[src/rtl/vc_plane_arbiter.sv]
// rtl/vc_plane_arbiter.sv - round-robin wormhole arbiter driving the VC plane select of the switch mux
module vc_plane_arbiter #(
  parameter int VC = 4
) (
  input  logic            clk,
  input  logic            rst,
  input  logic [VC-1:0]   vcRequest,
  input  logic [VC-1:0]   vcTail,
  input  logic            switchReady,
  output logic [VC:0]     VCPlaneSelector,
  output logic            planeValid,
  output logic [VC-1:0]   vcGrant,
  output logic            flitXfer
);

  localparam int SW = VC + 1;
  localparam int IW = (VC > 1) ? $clog2(VC) : 1;

  typedef enum logic {IDLE, LOCKED} stateType;

  stateType        state, nextState;
  logic [SW-1:0]   sel, nextSel;
  logic [SW-1:0]   rrPtr, nextPtr;
  logic [IW-1:0]   selIdx;
  logic [VC-1:0]   selMask;
  logic [VC-1:0]   otherReq;

  // First set bit of req, scanning upward from ptr+1 and wrapping modulo VC.
  function automatic logic [SW-1:0] rrPick(input logic [VC-1:0] req, input logic [SW-1:0] ptr);
    logic [SW-1:0] res;
    logic          found;
    logic [IW-1:0] idx;
    res   = '0;
    found = 1'b0;
    for (int k = 1; k <= VC; k++) begin
      idx = IW'((int'(ptr) + k) % VC);
      if (!found && req[idx]) begin
        found = 1'b1;
        res   = SW'(idx);
      end
    end
    return res;
  endfunction

  assign selIdx          = sel[IW-1:0];
  assign selMask         = VC'(1) << selIdx;
  assign otherReq        = vcRequest & ~selMask;
  assign planeValid      = (state == LOCKED);
  assign VCPlaneSelector = sel;
  assign vcGrant         = planeValid ? selMask : '0;
  assign flitXfer        = planeValid & vcRequest[selIdx] & switchReady;

  always_ff @(posedge clk) begin
    if (rst) begin
      state <= IDLE;
      sel   <= '0;
      rrPtr <= SW'(VC - 1);
    end else begin
      state <= nextState;
      sel   <= nextSel;
      rrPtr <= nextPtr;
    end
  end

  always_comb begin
    nextState = state;
    nextSel   = sel;
    nextPtr   = rrPtr;
    case (state)
      IDLE: begin
        if (|vcRequest) begin
          nextSel   = rrPick(vcRequest, rrPtr);
          nextState = LOCKED;
        end
      end
      LOCKED: begin
        // Lock releases only when the tail flit actually crosses the switch.
        if (flitXfer && vcTail[selIdx]) begin
          nextPtr = sel;
          if (|otherReq) begin
            nextSel = rrPick(otherReq, sel);
          end else if (!vcRequest[selIdx]) begin
            nextState = IDLE;
          end
        end
      end
      default: nextState = IDLE;
    endcase
  end

endmodule

[config.mk]
export PLATFORM = sky130hd
export DESIGN_NAME = vc_plane_arbiter
export DESIGN_NICKNAME = d
export VERILOG_FILES = /design/src/rtl/vc_plane_arbiter.sv
export SDC_FILE = /design/constraint.sdc
export NUM_CORES = 1
export LEC_CHECK = 0
export BUFFER_PORTS_ARGS = -buffer_cell sky130_fd_sc_hd__buf_2
export CAP_MARGIN = 10
export CORE_ASPECT_RATIO = 0.8
export CORE_UTILIZATION = 29
export CTS_BUF_LIST = sky130_fd_sc_hd__clkbuf_16
export DETAILED_ROUTE_END_ITERATION = 7
export PLACE_DENSITY = 0.55
export SETUP_SLACK_MARGIN = 0.1
export SLEW_MARGIN = 20
export SYNTH_ARGS = -nofsm -noshare
export SYNTH_HDL_FRONTEND = slang
export SYNTH_SLANG_ARGS = --single-unit
[constraint.sdc]
create_clock -name clk -period 3.5 [get_ports clk]
set_clock_uncertainty 0.1 [all_clocks]
set_input_delay 0.7 -clock clk [delete_from_list [all_inputs] [get_ports clk]]
set_output_delay 0.7 -clock clk [all_outputs]
set_load 0.05 [all_outputs]
==> impl_metrics.csv <==
group,metric,value,unit
yosys,synth.distinct_cells,39,
timing,max_freq,386,MHz
cells_and_area,finalNonFillerCells,136,
cells_and_area,final_core_util,40.0,%
grt,grt_antenna_before_repair,0,
cts,clkSinkCount,5,
yosys,yosys-top-cells-area,"sky130_fd_sc_hd__dfxtp_1 14%, sky130_fd_sc_hd__mux2i_1 8.2%, sky130_fd_sc_hd__ha_1 6.9%",
cells_and_area,finish.net_count,118,
cells_and_area,final_layout_size_suffix_gt1_share,29.4,%
cts,ctsRootBufferMaster,"sky130_fd_sc_hd__clkbuf_16",
setup_path,cp_slowest_stage_delay,0.58,ns
yosys,synth.yosys.seq_area_share,13.7,%
cts,worst_setup_hold_path_clk_slew,0.03,ns
yosys,ys_seq_elements,5,
placement,detailedPlacementHpwl,1320,um
grt,first_global_vias,587,
drt,routed_wirelength,1830,um
grt,first_pass_grt_wire_length,3030,um
cts,postCtsSetupRepairBufs,0,
cts,cts_hold_buf,0,
timing,slew_headroom,64.5,%
floorplanning,die_y,46.9,um
setup_path,critical_path.endpoint_type,"flop",
setup_path,criticalPathCategory,"reg -> reg",
timing,worst_pin_slew,0.527,ns
flow_run,maxCapViolations,0,
grt,groute.usage.overall,15.1,%
timing,timing_hold_violations_final,0,
setup_path,critical_path.cell_chain,"inv_1 > ha_1 > nand2b_1 > mux4_2 > nor2_1 > o21a_1 > nor3_1 > mux2_4",
floorplanning,core-area,2270,um2
floorplanning,chipWidth,58.1,um
run_status,run_status,"complete, but fails checks",
timing,worst_hold_slack,0.384,ns
placement,place_congestion,0.876,
yosys,number_of_enable_type_register_cells_in_the_synthesized_netlist,0,
setup_path,worst_setup_path_start_kind,"flop",
floorplanning,num_io_pins,22,
cts,clock_latency,0.23,ns
cts,cts_tree,"done",
cells_and_area,area.growth.synth_to_final,24.5,%
yosys,synth_flop_cell,"sky130_fd_sc_hd__dfxtp_1",
cells_and_area,fillerInstances,234,
cts,number_of_buffers_inserted_during_clock_tree_synthesis,3,
placement,post-place-cells,132,
drt,route.detailed.drc,3,
drt,dr.first_iter.drc_count,17,
setup_path,critical_path_peak_fanout,12,
drt,routedWlPerCell,13.5,um
yosys,synth_area_leader_cell,"sky130_fd_sc_hd__dfxtp_1",
hold_path,worst_min_delay_path_category,"reg -> reg",
setup_path,cpMaxStageDelayCell,"sky130_fd_sc_hd__dfxtp_1",
timing,final_min_period_over_clock_period,74.1,%
yosys,top_area_cell_type_share_of_the_netlist_area,13.7,%
setup_path,wp_data_arrival,2.61,ns
floorplanning,initial_core_util,32.1,%
cts,ctsResizeCount,0,
drt,post_drt_via_cell_ratio,4.93,
placement,portBuffers,18,
grt,grt.overflow.total,0,
timing,final-max-slew-violation-count,0,
yosys,synthesis.yosys.warnings,0,
drt,vias,671,
drt,final_antenna_net_count,0,
timing,setup-violations-final,0,
yosys,postSynthCellCount,84,
yosys,synth.cells.most_frequent,"8 x sky130_fd_sc_hd__nand2b_1, 8 x sky130_fd_sc_hd__nor2_1, 6 x sky130_fd_sc_hd__mux2i_1, 5 x sky130_fd_sc_hd__dfxtp_1",
grt,grt_max_degree,15,
yosys,synth.avg_cell_area,8.68,um2
power_and_ir_drop,power-per-cell-area,461,nW/um2
power_and_ir_drop,power_leakage,0.375,nW
cts,clock_tree.htree_level_count,1,
cells_and_area,antenna_cells,0,
timing,grt_setup_unrepaired,"false",
yosys,netlist_area,729,um2
cts,cts.path.max_buffers,2,
floorplanning,fp.dieArea,2720,um2
run_status,violations,"DRC",
setup_path,timing.critical_path.required,3.52,ns
placement,preCtsSetupSlack,0.929,ns
yosys,async_reset_ff_share,0,%
timing,final_period_minus_worst_setup_slack,2.59,ns
drt,dr.pass1.iters,6,
timing,setup_tns,0,ns
power_and_ir_drop,ir_worst_vdd,237,uV
floorplanning,fp-row-count,15,
timing,final_critical_path_setup_slack,0.907,ns
-- critical path, delay by kind of cell (launching register included) --
kind | cells | cell delay, ns
mux | 2 | 0.82
flops | 1 | 0.58
simple gates | 3 | 0.42
fa+ha+maj | 1 | 0.24
buf+inv | 1 | 0.19
compound gates | 1 | 0.12
-- metrics by stage --
stage | cell area (um2) | total power [mW]
after floorplan | 737 | 0.201
after global placement | 830 | 0.231
after detailed placement | 830 | 0.230
after CTS | 908 | 0.421
after global routing | 908 | 0.438
final | 908 | 0.418
-- flip-flops by register name (all words and copies together) (netlist names) --
signal,count
rrPtr,2
VCPlaneSelector,2
planeValid,1
-- final cells by class --
cell class / instances / area [um2] / area share, %
clock buffer: 3 / 75.1 / 8.26
clock inverter: 1 / 3.75 / 0.413
inverter: 4 / 15.0 / 1.65
timing repair buffer: 19 / 97.6 / 10.7
sequential: 5 / 100 / 11.0
tap: 34 / 42.5 / 4.68
multi-input combinational: 70 / 574 / 63.2
-- routing by layer --
| layer | vias up | wire length [um] | GRT usage (%) |
|---|---|---|---|
| li1 | 344 | - | - |
| met1 | 290 | 898 | 22.7 |
| met2 | 35 | 721 | 19.3 |
| met3 | 2 | 186 | 5.79 |
| met4 | 0 | 25 | 4.76 |
| met5 | - | 0 | 0 |
-- logic make-up after synthesis --
logic type | share of synthesized area, %
DFF | 13.7
other | 0.514
and+or+nand+nor | 26.8
buffers and inverters | 8.57
AOI/OAI and AO/OA | 23.5
adders and majority gates | 6.86
muxes | 20.1
-- power by group --
part	switching (mW)	internal, mW
logic	0.101	0.0578
clock network	0.0399	0.148
registers	0.00901	0.0625
-- placed cells by master (no fill, tap or decap), drive strengths merged, types with 2 or more instances in the layout --
cell type  count
inv            5
nand2b         8
a2111oi        2
and2           4
buf           19
a211oi         3
a211o          2
conb           3
mux2i          6
nor2           8
nor3           4
a21oi          3
ha             4
mux4           3
o22ai          2
o221ai         2
clkbuf         3
dfxtp          5
nand3          2
nand2          2
-- worst paths after layout --
path	startpoint	end	slack (ns)	cells after the start
hold reg to reg	rrPtr[0]	rrPtr[0]	0.38	1
setup / recovery	VCPlaneSelector[1]	VCPlaneSelector[0]	0.91	8
hold / removal	rrPtr[0]	rrPtr[0]	0.38	1
setup reg to reg	VCPlaneSelector[1]	VCPlaneSelector[0]	0.91	8
(Power assumes the default switching activity.)
